**src/rtl/ppm_channel_emu_if.sv**
```systemverilog
// Slot-in / observation-out handshake bundle for the PPM channel emulator.
// The master side feeds transmitted slots and consumes observations;
// the slave side is the emulator itself.
interface ppm_channel_emu_if #(
    parameter int LOG2L = 10
) ();
    logic [LOG2L-1:0] slot_in;
    logic             slot_valid;
    logic             slot_ready;
    logic [LOG2L:0]   obs_out;
    logic             obs_valid;
    logic             obs_ready;

    modport master (
        output slot_in, slot_valid, obs_ready,
        input  slot_ready, obs_out, obs_valid
    );

    modport slave (
        input  slot_in, slot_valid, obs_ready,
        output slot_ready, obs_out, obs_valid
    );
endinterface

```
**src/rtl/ppm_channel_emu.sv**
```systemverilog
// L-ary PPM erasure/error channel emulator.
// Each accepted slot is passed through unchanged (correct), replaced by the
// erasure code 2**LOG2L, or replaced by a uniformly drawn different slot.
// A 32-bit Galois LFSR supplies both the outcome draw and the wrong-slot
// candidate; it only advances while a draw is in progress so runs are
// reproducible from a seed regardless of handshake timing.
module ppm_channel_emu #(
    parameter int          LOG2L     = 10,
    parameter int          RND_W     = 16,
    parameter int          CNT_W     = 16,
    parameter logic [31:0] SEED_DFLT = 32'hACE1_2468,
    parameter int          MAX_TRY   = 8
) (
    input  logic                 clk_12mhz,
    input  logic                 rst_n,
    input  logic                 cfg_bypass,
    input  logic [RND_W:0]       cfg_p_thr,
    input  logic [RND_W:0]       cfg_pq_thr,
    input  logic                 seed_load,
    input  logic [31:0]          cfg_seed,
    input  logic                 clr_cnt,
    ppm_channel_emu_if.slave     bus,
    output logic [CNT_W-1:0]     cnt_det,
    output logic [CNT_W-1:0]     cnt_era,
    output logic [CNT_W-1:0]     cnt_err
);

    localparam logic [31:0] TAPS  = 32'h8020_0003;
    localparam int          TRY_W = $clog2(MAX_TRY + 1);

    typedef enum logic [1:0] {
        IDLE,
        DRAW,
        WRONG,
        OUT
    } state_t;

    state_t             state_q, state_d;
    logic [31:0]        lfsr_q;
    logic [31:0]        lfsr_step;
    logic [LOG2L-1:0]   slot_q;
    logic [LOG2L:0]     obs_q, obs_d;
    logic               obs_load;
    logic [TRY_W-1:0]   try_q, try_d;
    logic [RND_W:0]     rnd;
    logic [LOG2L-1:0]   cand;
    logic               cand_hit;
    logic               last_try;
    logic               wrong_pick;
    logic               inc_det, inc_era, inc_err;

    assign lfsr_step = {1'b0, lfsr_q[31:1]} ^ (lfsr_q[0] ? TAPS : '0);
    assign rnd       = {1'b0, lfsr_q[RND_W-1:0]};
    assign cand      = lfsr_q[31 -: LOG2L];
    assign cand_hit  = (cand == slot_q);
    // try_q counts equal draws already rejected; this draw would be the MAX_TRY-th
    assign last_try  = (try_q == TRY_W'(MAX_TRY - 1));

    assign bus.slot_ready = (state_q == IDLE);
    assign bus.obs_valid  = (state_q == OUT);
    assign bus.obs_out    = obs_q;

    // State register
    always_ff @(posedge clk_12mhz or negedge rst_n) begin
        if (!rst_n) begin
            state_q <= IDLE;
        end else begin
            state_q <= state_d;
        end
    end

    // Next-state, outcome selection and counter increment requests.
    // The first wrong-slot candidate is tried in DRAW itself, so a wrong
    // outcome with no rejected candidates has the same latency as a correct one.
    always_comb begin
        state_d    = state_q;
        try_d      = try_q;
        obs_load   = 1'b0;
        obs_d      = '0;
        inc_det    = 1'b0;
        inc_era    = 1'b0;
        inc_err    = 1'b0;
        wrong_pick = 1'b0;
        case (state_q)
            IDLE: begin
                try_d = '0;
                if (bus.slot_valid) begin
                    if (cfg_bypass) begin
                        state_d  = OUT;
                        obs_load = 1'b1;
                        obs_d    = {1'b0, bus.slot_in};
                    end else begin
                        state_d = DRAW;
                    end
                end
            end
            DRAW: begin
                if (rnd < cfg_p_thr) begin
                    state_d  = OUT;
                    obs_load = 1'b1;
                    obs_d    = {1'b0, slot_q};
                    inc_det  = 1'b1;
                end else if (rnd < cfg_pq_thr) begin
                    state_d  = OUT;
                    obs_load = 1'b1;
                    obs_d    = {1'b1, {LOG2L{1'b0}}};
                    inc_era  = 1'b1;
                end else begin
                    wrong_pick = 1'b1;
                end
            end
            WRONG: begin
                wrong_pick = 1'b1;
            end
            OUT: begin
                if (bus.obs_ready) begin
                    state_d = IDLE;
                end
            end
            default: begin
                state_d = IDLE;
            end
        endcase

        if (wrong_pick) begin
            if (!cand_hit) begin
                state_d  = OUT;
                obs_load = 1'b1;
                obs_d    = {1'b0, cand};
                inc_err  = 1'b1;
            end else if (last_try) begin
                state_d  = OUT;
                obs_load = 1'b1;
                obs_d    = {1'b0, slot_q ^ LOG2L'(1)};
                inc_err  = 1'b1;
            end else begin
                state_d = WRONG;
                try_d   = try_q + TRY_W'(1);
            end
        end
    end

    // Datapath registers: latched slot, observation, redraw count
    always_ff @(posedge clk_12mhz or negedge rst_n) begin
        if (!rst_n) begin
            slot_q <= '0;
            obs_q  <= '0;
            try_q  <= '0;
        end else begin
            if (state_q == IDLE && bus.slot_valid) begin
                slot_q <= bus.slot_in;
            end
            if (obs_load) begin
                obs_q <= obs_d;
            end
            try_q <= try_d;
        end
    end

    // LFSR: seeded only while idle, advances only while drawing
    always_ff @(posedge clk_12mhz or negedge rst_n) begin
        if (!rst_n) begin
            lfsr_q <= SEED_DFLT;
        end else if (state_q == IDLE && seed_load) begin
            lfsr_q <= (cfg_seed == '0) ? SEED_DFLT : cfg_seed;
        end else if (state_q == DRAW || state_q == WRONG) begin
            lfsr_q <= lfsr_step;
        end
    end

    // Saturating outcome counters; a clear beats a same-cycle increment
    always_ff @(posedge clk_12mhz or negedge rst_n) begin
        if (!rst_n) begin
            cnt_det <= '0;
            cnt_era <= '0;
            cnt_err <= '0;
        end else if (clr_cnt) begin
            cnt_det <= '0;
            cnt_era <= '0;
            cnt_err <= '0;
        end else begin
            if (inc_det && cnt_det != '1) cnt_det <= cnt_det + CNT_W'(1);
            if (inc_era && cnt_era != '1) cnt_era <= cnt_era + CNT_W'(1);
            if (inc_err && cnt_err != '1) cnt_err <= cnt_err + CNT_W'(1);
        end
    end

endmodule

```
**src/flat_wrapper.sv**
```systemverilog
// flat-port wrapper written by rule: the top's interface ports become plain ports
module ppm_channel_emu_flat 
#(
    parameter int          LOG2L     = 10,
    parameter int          RND_W     = 16,
    parameter int          CNT_W     = 16,
    parameter logic [31:0] SEED_DFLT = 32'hACE1_2468,
    parameter int          MAX_TRY   = 8
)
  (clk_12mhz, rst_n, cfg_bypass, cfg_p_thr, cfg_pq_thr, seed_load, cfg_seed, clr_cnt, cnt_det, cnt_era, cnt_err, bus_slot_in, bus_slot_valid, bus_obs_ready, bus_slot_ready, bus_obs_out, bus_obs_valid);
  ppm_channel_emu_if #(.LOG2L(LOG2L)) bus_i ();
  input  logic clk_12mhz;
  input  logic rst_n;
  input  logic cfg_bypass;
  input  logic [RND_W:0] cfg_p_thr;
  input  logic [RND_W:0] cfg_pq_thr;
  input  logic seed_load;
  input  logic [31:0] cfg_seed;
  input  logic clr_cnt;
  output logic [CNT_W-1:0] cnt_det;
  output logic [CNT_W-1:0] cnt_era;
  output logic [CNT_W-1:0] cnt_err;
  input wire logic [$bits(bus_i.slot_in)-1:0] bus_slot_in;
  input wire logic [$bits(bus_i.slot_valid)-1:0] bus_slot_valid;
  input wire logic [$bits(bus_i.obs_ready)-1:0] bus_obs_ready;
  output wire logic [$bits(bus_i.slot_ready)-1:0] bus_slot_ready;
  output wire logic [$bits(bus_i.obs_out)-1:0] bus_obs_out;
  output wire logic [$bits(bus_i.obs_valid)-1:0] bus_obs_valid;
  assign bus_i.slot_in = bus_slot_in;
  assign bus_i.slot_valid = bus_slot_valid;
  assign bus_i.obs_ready = bus_obs_ready;
  assign bus_slot_ready = bus_i.slot_ready;
  assign bus_obs_out = bus_i.obs_out;
  assign bus_obs_valid = bus_i.obs_valid;
  ppm_channel_emu #(.LOG2L(LOG2L), .RND_W(RND_W), .CNT_W(CNT_W), .SEED_DFLT(SEED_DFLT), .MAX_TRY(MAX_TRY)) u_core (.clk_12mhz(clk_12mhz), .rst_n(rst_n), .cfg_bypass(cfg_bypass), .cfg_p_thr(cfg_p_thr), .cfg_pq_thr(cfg_pq_thr), .seed_load(seed_load), .cfg_seed(cfg_seed), .clr_cnt(clr_cnt), .bus(bus_i), .cnt_det(cnt_det), .cnt_era(cnt_era), .cnt_err(cnt_err));
endmodule
```
**config.mk**
```make
export PLATFORM = sky130hd
export DESIGN_NAME = ppm_channel_emu_flat
export DESIGN_NICKNAME = d
export VERILOG_FILES = /design/src/rtl/ppm_channel_emu_if.sv /design/src/rtl/ppm_channel_emu.sv /design/src/flat_wrapper.sv
export SDC_FILE = /design/constraint.sdc
export NUM_CORES = 1
export LEC_CHECK = 0
export BUFFER_PORTS_ARGS = -buffer_cell sky130_fd_sc_hd__buf_2
export CAP_MARGIN = 20
export CORE_MARGIN = 2
export CORE_UTILIZATION = 50
export CTS_BUF_LIST = sky130_fd_sc_hd__clkbuf_16
export CTS_CLUSTER_DIAMETER = 50
export CTS_CLUSTER_SIZE = 25
export DETAILED_ROUTE_END_ITERATION = 10
export PLACE_DENSITY = 0.77
export SLEW_MARGIN = 20
export SYNTH_ARGS = -nofsm -noshare
export SYNTH_HDL_FRONTEND = slang
export SYNTH_SLANG_ARGS = --single-unit
```
**constraint.sdc**
```tcl
create_clock -name clk_12mhz -period 2.7 [get_ports clk_12mhz]
set_input_delay 0.27 -clock clk_12mhz [delete_from_list [all_inputs] [get_ports clk_12mhz]]
set_output_delay 0.27 -clock clk_12mhz [all_outputs]
set_load 0.005 [all_outputs]
```
# Word level (Yosys, flattened, before mapping)
# Cells that the tools add are included.
# W data, S select, Z words.
# word_totals
reg_bits	107
latch_bits	0
ramBits	0
mem_bits_ro	0
inputBits	83
output_inout_bits	61
wordCells	90
memories	0
# op_classes
addsub	4
n_mul	0
div	0
magnitude_cmp	2
eq_ne	11
shifts	0
n_mux	49
bitwise	2
reduce_logical	14
# op_table
cell	n
$mux W32	4
$mux W16	6
$mux W11	6
$add A16 B1 Y16 const B	3
$ne A16 B16 Y1 const B	3
$lt A16 B17 Y1	2
$logic_not A32 Y1	1
$xor A31 B32 Y32	1
$pmux W11 S2	1
$mux W1	17
$mux W4	4
$mux W2	7
$eq A10 B10 Y1	1
$mux W10	1
$reduce_bool A2 Y1	4
$ne A3 B2 Y1 const B	2
$pmux W2 S3	1
$logic_and A1 B1 Y1	5
$add A4 B1 Y4 const B	1
$eq A2 B2 Y1 const B	2
$eq A4 B3 Y1 const B	1
$ne A4 B1 Y1 const B	1
$pmux W1 S2	2
$reduce_and A4 Y1	1
other kinds (5)	5

# Depth between registers and ports, before layout
# Gate-level depths: netlist of run 1.
# logic_depth
ltp_word	8
depth_mapped	11
ltp_nobuf	9

# Least setup slack after synthesis of run 1
# OpenSTA, ideal clock, no wires.
# synth_path
path_type	reg-to-reg
startpoint	reg u_core.lfsr_q[14]
endpoint	reg u_core.cnt_err[7]
setup_ns	0.125
t_arrival_ns	2.519
t_required_ns	2.575
slack_ns	0.056
path_stages_with_launch	10
n_path_buf	1
period_less_slack_ns	2.644
path_cell_list	dfrtp_1 ha_1 a211oi_1 or3_4 a21boi_4 a41oi_4 a41oi_4 buf_6 nor4_1 mux2_2
# synth_between
elab_chain_cells	7
elab_cells_between_ends	8
cone_classes	2 x order compare; 4 x mux; 2 x reduce/logical
# synth_rtl
element	line	text
start: declaration	ppm_channel_emu.sv:39	logic [31:0] lfsr_q;
start signal: assignment	ppm_channel_emu.sv:165	lfsr_q <= (cfg_seed == '0) ? SEED_DFLT : cfg_seed;
start signal: assignment	ppm_channel_emu.sv:167	lfsr_q <= lfsr_step;
$lt A16 B17 Y1	ppm_channel_emu.sv:103	end else if (rnd < cfg_pq_thr) begin
$mux W1	ppm_channel_emu.sv:103	
$mux W1 (*)	ppm_channel_emu.sv:98	if (rnd < cfg_p_thr) begin
$pmux W1 S2 (*)	ppm_channel_emu.sv:84	case (state_q)
$mux W1 (*)	ppm_channel_emu.sv:125	if (wrong_pick) begin
$logic_and A1 B1 Y1 (*)	ppm_channel_emu.sv:184	if (inc_err && cnt_err != '1) cnt_err <= cnt_err + CNT_W'(1);
$reduce_bool A2 Y1 (no line) (*)	-	
end signal: assignment	ppm_channel_emu.sv:184	
end: declaration	ppm_channel_emu.sv:25	output logic [CNT_W-1:0] cnt_err
# Mark *: on every way between the ends. The rest lies on a longest branch, timed or not.
# A chain may end at the register's enable or synchronous reset.

# Worst setup path after layout of run 1
# layout_path
startpoint	reg u_core.lfsr_q[14]
endpoint	reg u_core.cnt_err[15]
# Same word-level chain as after synthesis.

==> results of run 1 <==
layer usage:
metal,vias to the layer above,wire length [µm]
met5,-,0
met4,0,354
met3,32,746
met2,143,8070
met1,2889,8150
li1,2918,-
Yosys cell counts (all sizes together) (4+ instances only):
| master | count | share of area |
|---|---|---|
| dfrtp | 94 | 0.35 |
| a21oi | 75 | 0.056 |
| nor2 | 69 | 0.039 |
| inv | 42 | 0.024 |
| nand2 | 40 | 0.023 |
| ha | 39 | 0.073 |
| mux2i | 33 | 0.050 |
| o21ai | 26 | 0.020 |
| nand3 | 25 | 0.019 |
| clkbuf | 24 | 0.014 |
| mux2 | 17 | 0.029 |
| nand4 | 17 | 0.016 |
| or3 | 17 | 0.017 |
| xnor2 | 17 | 0.022 |
| buf | 13 | 0.0098 |
| dfstp | 13 | 0.051 |
| nor4 | 12 | 0.012 |
| and3 | 11 | 0.010 |
| a22o | 10 | 0.013 |
| o31ai | 10 | 0.011 |
| o32a | 10 | 0.015 |
| or4 | 10 | 0.011 |
| nor2b | 9 | 0.0085 |
| o22a | 9 | 0.012 |
| nor3 | 7 | 0.0053 |
| and2 | 6 | 0.0056 |
| and4 | 6 | 0.0079 |
| xor2 | 5 | 0.0066 |
| a211oi | 4 | 0.0045 |
| a21o | 4 | 0.0045 |
| a31o | 4 | 0.0053 |
| nand3b | 4 | 0.0045 |
| o211ai | 4 | 0.0045 |
worst max path at each step:
| stage | from | end | slack, ns | cells past startpoint |
|---|---|---|---|---|
| after floorplan | u_core.lfsr_q[14] | u_core.cnt_err[7] | 0.06 | 9 |
| after global placement | u_core.lfsr_q[14] | u_core.bus.obs_out[0] | -0.13 | 8 |
| after detailed placement | u_core.lfsr_q[14] | u_core.bus.obs_out[8] | -0.19 | 8 |
| after CTS | u_core.lfsr_q[14] | u_core.cnt_err[10] | -0.005 | 9 |
| after global routing | u_core.lfsr_q[14] | u_core.cnt_err[15] | -0.12 | 9 |
| final | u_core.lfsr_q[14] | u_core.cnt_err[15] | -0.04 | 9 |
cell usage in the layout (no fill, tap or decap), types with 4 or more instances in the layout:
| cell type | netlist | layout |
|---|---|---|
| nand2_1 | 40 | 39 |
| ha_4 | 0 | 4 |
| a22o_1 | 10 | 10 |
| xor2_1 | 5 | 5 |
| clkbuf_16 | 0 | 13 |
| a31o_2 | 4 | 4 |
| buf_4 | 0 | 35 |
| nand3b_1 | 4 | 4 |
| o21ai_0 | 25 | 18 |
| nand3_1 | 25 | 25 |
| or4_4 | 0 | 7 |
| nor2_1 | 69 | 68 |
| ha_1 | 39 | 33 |
| a21oi_2 | 0 | 12 |
| and2_1 | 5 | 5 |
| buf_2 | 7 | 142 |
| o211ai_1 | 4 | 4 |
| a21oi_1 | 75 | 63 |
| inv_1 | 42 | 45 |
| and4_1 | 6 | 6 |
| xnor2_1 | 17 | 17 |
| nand4_1 | 17 | 17 |
| or3_1 | 16 | 16 |
| o32a_1 | 10 | 10 |
| mux2_2 | 17 | 15 |
| o22a_1 | 9 | 9 |
| and3_1 | 11 | 10 |
| dfrtp_1 | 94 | 93 |
| nor2b_1 | 9 | 9 |
| o21ai_1 | 0 | 7 |
| mux2i_1 | 33 | 33 |
| a21o_1 | 4 | 4 |
| nor4_1 | 11 | 8 |
| dfstp_2 | 13 | 13 |
| nor3_1 | 7 | 7 |
| o31ai_2 | 0 | 7 |
power by group:
group | switching, W | total (W) | internal [W]
sequential | 0.000494 | 0.00263 | 0.00213
clock | 0.000586 | 0.00129 | 0.000702
combinational | 0.00178 | 0.00363 | 0.00185
cell type report:
type,count,area share
repair buffers,187,0.139
clock inverters,7,0.00639
flip-flops and latches,107,0.320
multi-input cells,526,0.463
inverters,42,0.0187
clock buffers,9,0.0268
well taps,176,0.0262
repair_timing:
action | CTS | global route
pin swaps | 2 | 30
cloned | 0 | 4
setup endpoints to repair | 21 | 58
endpoints found under the hold margin | 45 | 0
hold buffers | 1 | 0
resized for setup | 7 | 55
buffers inserted | 3 | 6
cells by family after synthesis:
logic type               after synthesis  synth area share
buffers and inverters                 79            0.0471
flip-flops                           107             0.405
adder cells (fa/ha/maj)               39            0.0734
XOR/XNOR                              22            0.0290
AND/OR/NAND/NOR                      240             0.188
multiplexers                          50            0.0785
AO/OA/AOI/OAI                        175             0.179
through the flow:
stage,cell area [µm²],util
floorplan,6650,-
global placement,7680,0.587
detailed placement,7680,0.587
CTS,8020,0.613
global route,8410,0.643
finish,8410,0.643
state kept, by name (all words and copies together), names as in the netlist:
| signal | cells |
|---|---|
| u_core.try_q | 4 |
| u_core.bus.obs_out | 11 |
| u_core.slot_q | 10 |
| u_core.lfsr_q | 32 |
| u_core.cnt_det | 16 |
| u_core.cnt_err | 16 |
| u_core.state_q | 2 |
| u_core.cnt_era | 16 |
worst reg2reg max path: cells and delay by family, from the launching register on:
kind | cells | cell delay [ns]
AOI/OAI and AO/OA | 4 | 0.68
DFF | 1 | 0.45
and+or+nand+nor | 2 | 0.67
buffers and inverters | 1 | 0.24
adders and majority gates | 1 | 0.28
muxes | 1 | 0.32
==> results by group, run 1 <==
STA
  • Final min period: 2.74 ns
  • Final Hold Slack: 0.154 ns
  • F_max: 0.365 GHz
  • Slew @ Worst Pin: 0.865 ns
  • Fin. Hold Viols: 0
  • Sum Neg Setup Slack: -0.0919 ns
  • Final-report setup violation count: 5
  • Max Clock Skew: 0.0101 ns
  • Slew margin rel.: 0.424
  • Final Max Slew Viols: 0
  • Final WS setup: -0.0413 ns
  • Final worst-path cycle share: 1.02
  • RSZ-0062 raised after global routing: yes

Clock tree
  • Clk_lat worst skew: 0.36 ns
  • Clock sink count: 107
  • Clock buffer depth: 2
  • CTS tree: built
  • TritonCTS Buffers: 9
  • CTS H-tree lvls: 3
  • Reg clk slew, reported paths: 0.07 ns
  • Root Buffer: clkbuf_16

Route
  • Final WL: 17300 µm
  • Via-to-Cell Ratio: roughly 5.7
  • Post-DR wirelength/cell: between 15 and 20 µm
  • Starting DRC count in detailed routing: 332
  • Vias: 5982
  • DRT Pass-1 Iters: 4
  • Routed Antenna Nets: 0
  • DRC violations left: 0

Logic synthesis
  • Syn Nets: 834
  • Mapped Area: approximately 0.0066 mm²
  • Synth cell types: 58
  • Ys Warns: 0
  • Yosys reg bits: 107
  • Mapped Cells: 712
  • Synth async-reset ratio: 1.00
  • Post-synth EDFFs: 0
  • Top FF cell, synth: dfrtp_1
  • Part of the Yosys area used for sequential elements: 0.405
  • Mean Syn Cell Area: 9.33 µm²

GRT
  • First-pass GRT wire length: ~27000 µm
  • Total track usage: 0.237
  • Aggregate global routing overflow: 0
  • Met1 Resource Use GR: 0.325
  • GRT busiest layer: met2
  • Initial antenna violation count: 0
  • Met2 usage: 0.380
  • Vias in the first global route: 5684
  • GR met3 Demand/Resource: 0.0450
  • Pin count of the biggest net entering global routing: a little over 50

Worst setup path
  • CP peak stage delay: approximately 0.45 ns
  • R2R setup slack: -0.04 ns
  • Crit-path most repeated cell: a41oi_4
  • Critical path arrival: 2.99 ns
  • Reg2Reg Capture Point: u_core.cnt_err[15]
  • Buffers plus inverters on the worst setup path: 1
  • Critical-path cell list: ha_4 -> a211oi_2 -> or3_4 -> a21boi_4 -> a41oi_4 -> a41oi_4 -> clkbuf_16 -> nor4_4 -> mux2_4
  • Top delay family on crit path: compound AO/OA/AOI/OAI gates
  • CP max FO: 6
  • Required @ worst endpoint: 2.95 ns
  • Worst r2r src: u_core.lfsr_q[14]
  • Reg2reg path depth: 9
  • Startpoint types: register
  • Worst Path Class, Setup: reg2reg
  • Critical path's slowest cell: dfrtp_2
  • Worst setup EP type: register

Hold path
  • Min-Delay Path Class: in2reg
  • WHS Path Cells: 3
  • Worst Min Path Start: cfg_seed[1]
  • Hold Path End: u_core.lfsr_q[1]

Floorplanning
  • Ports: 144
  • Die Width: 119 µm
  • Row Count: 42
  • Core area: ~0.013 mm²
  • Starting Density: 0.508
  • Die Ht: approximately 120 µm
  • Die area: approximately 0.014 mm²

Cells and area
  • Post-route insts no fill: 1054
  • FF+latch area: 0.00270 mm²
  • Multi-input gate area: 0.00390 mm²
  • Final nets: 995
  • Inserted Diodes: 0
  • Share of post-route cells with drive strength above 1: 0.330
  • Area Growth Syn to Fin: 26.6%
  • Fill cells: 1113

Outcome
  • Failing checks: negative setup slack
  • Status: finished, violations left

Power
  • Tot Pwr: 0.00754 W
  • Largest vdd supply drop: 0.000494 V
  • Cell Pwr Density: ~900 mW/mm²
  • P_leak: 3.94 nW

Placed design
  • Final GP Congestion: about 0.84
  • Cell total after placement: between 1000 and 1500
  • Post-Place Worst Slack: -0.186 ns
  • Final HPWL DP: approximately 12000 µm
  • I/O Buffers: approximately 140

Job
  • MaxCap Viol Count: 0
No activity file was read; power rests on OpenSTA's default activity.
==> run 2: changes to the inputs <==
==> constraint.sdc (replaced) <==
create_clock -name clk_12mhz -period 2.7 [get_ports clk_12mhz]
set_input_delay 0.405 -clock clk_12mhz [delete_from_list [all_inputs] [get_ports clk_12mhz]]
set_output_delay 0.405 -clock clk_12mhz [all_outputs]
set_load 0.005 [all_outputs]
==> results by group, run 2 (same netlist as run 1, synthesis figures left out) <==
Floorplanning
  • Die area: 0.0142 mm² (unchanged)
  • Starting Density: 0.508 (unchanged)
  • Die Width: 119 µm (unchanged)
  • Die Ht: 119 µm (unchanged)
  • Row Count: 42 (unchanged)
  • Core area: 0.0131 mm² (unchanged)
  • Ports: 144 (unchanged)

Cells and area
  • Fill cells: 1148 (was 1113)
  • Commonest cells after routing, fill and taps aside: buf_2, dfrtp_1, a21oi_1 (was buf_2, dfrtp_1, nor2_1)
  • Multi-input gate area: 0.00372 mm² (was 0.00390 mm²)
  • Most common cell after layout, fill and taps aside: buf_2 (unchanged)
  • Final nets: 990 (was 995)
  • FF+latch area: 0.00269 mm² (was 0.00270 mm²)
  • Most flops, register: u_core.lfsr_q (unchanged)
  • Inserted Diodes: 0 (unchanged)
  • Max FFs per register: 32 (unchanged)
  • Area Growth Syn to Fin: 22.5% (was 26.6%)
  • Share of post-route cells with drive strength above 1: 0.294 (was 0.330)

Clock tree
  • Clk_lat worst skew: 0.35 ns (was 0.36 ns)
  • TritonCTS Buffers: 9 (unchanged)
  • Root Buffer: clkbuf_16 (unchanged)
  • Clock buffer depth: 2 (unchanged)
  • CTS tree: built (unchanged)
  • Reg clk slew, reported paths: 0.07 ns (about the same)
  • Clock sink count: 107 (unchanged)
  • CTS H-tree lvls: 3 (unchanged)

Power
  • Tot Pwr: 0.00725 W (was 0.00754 W)
  • Clock Power Share: 0.165 (was 0.171)
  • Logic pwr share: 0.473 (was 0.481)
  • Switching power: 0.00278 W (was 0.00286 W)
  • Cell Pwr Density: 891 mW/mm² (was 897 mW/mm²)
  • Sw frac: 0.383 (was 0.379)
  • Seq pwr share: 0.362 (was 0.348)
  • Largest vdd supply drop: 0.000597 V (was 0.000494 V)
  • Internal Pwr Total: 0.00447 W (was 0.00468 W)
  • P_leak: 3.86 nW (was 3.94 nW)

Route
  • DR top layer: met4 (unchanged)
  • DRC violations left: 0 (unchanged)
  • DRT Pass-1 Iters: 6 (was 4)
  • Final WL: 16300 µm (was 17300 µm)
  • Post-DR wirelength/cell: 15.6 µm (was 16.4 µm)
  • Starting DRC count in detailed routing: 372 (was 332)
  • DR WL met2: 7610 µm (was 8070 µm)
  • Vias: 5945 (was 5982)
  • Routed Antenna Nets: 0 (unchanged)
  • M1 WL: 7680 µm (was 8150 µm)
  • Via-to-Cell Ratio: 5.67 (was 5.68)
  • Met3 WL: 787 µm (was 746 µm)

Worst setup path
  • Critical path arrival: 2.96 ns (was 2.99 ns)
  • CP max FO: 23 (was 6)
  • CP peak stage delay: 0.41 ns (was 0.45 ns)
  • Worst setup EP type: register (unchanged)
  • Startpoint types: register (unchanged)
  • Critical path's slowest cell: dfrtp_1 (was dfrtp_2)
  • Buffers plus inverters on the worst setup path: 2 (was 1)
  • Top delay family on crit path: compound AO/OA/AOI/OAI gates (unchanged)
  • Worst Path Class, Setup: reg2reg (unchanged)
  • Crit path launch: u_core.lfsr_q[14] (unchanged)
  • Worst r2r src: u_core.lfsr_q[14] (unchanged)
  • Critical-path cell list: ha_1 -> o21ai_0 -> a211oi_1 -> a22oi_2 -> o21ai_2 -> buf_4 -> a41oi_4 -> buf_8 -> nor4_2 -> mux2_2 (was ha_4 -> a211oi_2 -> or3_4 -> a21boi_4 -> a41oi_4 -> a41oi_4 -> clkbuf_16 -> nor4_4 -> mux2_4)
  • Required @ worst endpoint: 2.93 ns (was 2.95 ns)

GRT
  • Aggregate global routing overflow: 0 (unchanged)
  • First-pass GRT wire length: 26200 µm (was 27300 µm)
  • Initial antenna violation count: 0 (unchanged)
  • Pin count of the biggest net entering global routing: 56 (was 51)
  • Vias in the first global route: 5441 (was 5684)
  • Total track usage: 0.227 (was 0.237)

Placed design
  • Final HPWL DP: 11800 µm (was 12000 µm)
  • Final GP Congestion: 0.826 (was 0.838)
  • I/O Buffers: 143 (unchanged)
  • Post-Place Worst Slack: -0.225 ns (was -0.186 ns)

STA
  • RSZ-0062 raised after global routing: yes (unchanged)
  • Final WS setup: -0.0234 ns (was -0.0413 ns)
  • Final-report setup violation count: 8 (was 5)
  • Slew @ Worst Pin: 0.781 ns (was 0.865 ns)
  • Fin. Hold Viols: 0 (unchanged)
  • Max Clock Skew: 0.00582 ns (was 0.0101 ns)
  • Slew margin rel.: 0.479 (was 0.424)
  • Final Max Slew Viols: 0 (unchanged)
  • Final worst-path cycle share: 1.01 (was 1.02)
  • Final Hold Slack: 0.299 ns (was 0.154 ns)
  • F_max: 0.367 GHz (was 0.365 GHz)
  • Final min period: 2.72 ns (was 2.74 ns)

Job
  • MaxCap Viol Count: 0 (unchanged)

Outcome
  • Failing checks: negative setup slack (unchanged)
  • Status: finished, violations left (unchanged)

Hold path
  • Worst Min Path Start: cfg_seed[13] (was cfg_seed[1])
  • Min-Delay Path Class: in2reg (unchanged)
[run 2: area by class of cell]
class,count,share of cell area
Multi-Input combinational cell,526,0.457
Timing Repair Buffer,182,0.133
Sequential cell,107,0.331
Tap cell,176,0.0271
Inverter,42,0.0194
Clock inverter,7,0.00430
Clock buffer,9,0.0277
[run 2: timing repair]
action,CTS,global route
gates resized for setup,7,15
buffers inserted,1,3
hold buffers,1,0
pin swaps,2,4
hold endpoints to repair,19,0
gates cloned,0,2
setup endpoints to repair,18,58
[run 2: worst min-delay path: cells and delay by family]
kind | cells | cell delay (ns)
and+or+nand+nor | 1 | 0.09
AOI/OAI and AO/OA | 1 | 0.04
buffers and inverters | 1 | 0.11
[run 2: worst paths after layout]
check	end	slack [ns]	depth (start not counted)
max	u_core.cnt_err[7]	-0.02	10
min	u_core.lfsr_q[13]	0.30	3
max reg2reg	u_core.cnt_err[7]	-0.02	10
min reg2reg	u_core.lfsr_q[21]	0.50	2
max in group asynchronous	u_core.lfsr_q[22]	1.45	3
min in group asynchronous	u_core.cnt_err[7]	0.50	2
[run 2: metrics by stage]
stage / std cells / util / setup TNS [ns] / cell area [µm²]
after detailed placement: 1026 / 0.588 / -4.14 / 7700
after floorplan: 712 / - / 0 / 6650
after global placement: 1026 / 0.588 / -4.16 / 7700
after global routing: 1049 / 0.622 / -2.14 / 8140
final: 1049 / 0.622 / -0.0962 / 8140
after CTS: 1044 / 0.611 / 0 / 8000
[run 2: per-layer routing]
| layer | up-vias | GRT usage |
|---|---|---|
| met5 | - | 0 |
| met1 | 2847 | 0.317 |
| met4 | 0 | 0.0684 |
| met3 | 21 | 0.0369 |
| met2 | 158 | 0.365 |
| li1 | 2919 | - |
[run 2: power groups by stage]
stage          combinational (W)  clock (W)  sequential, W
2_1_floorplan            0.00245          0        0.00248
3_3_place_gp             0.00319          0        0.00262
3_5_place_dp             0.00327          0        0.00264
4_1_cts                  0.00331    0.00122        0.00261
5_1_grt                  0.00381    0.00129        0.00269
6_report                 0.00343    0.00120        0.00262
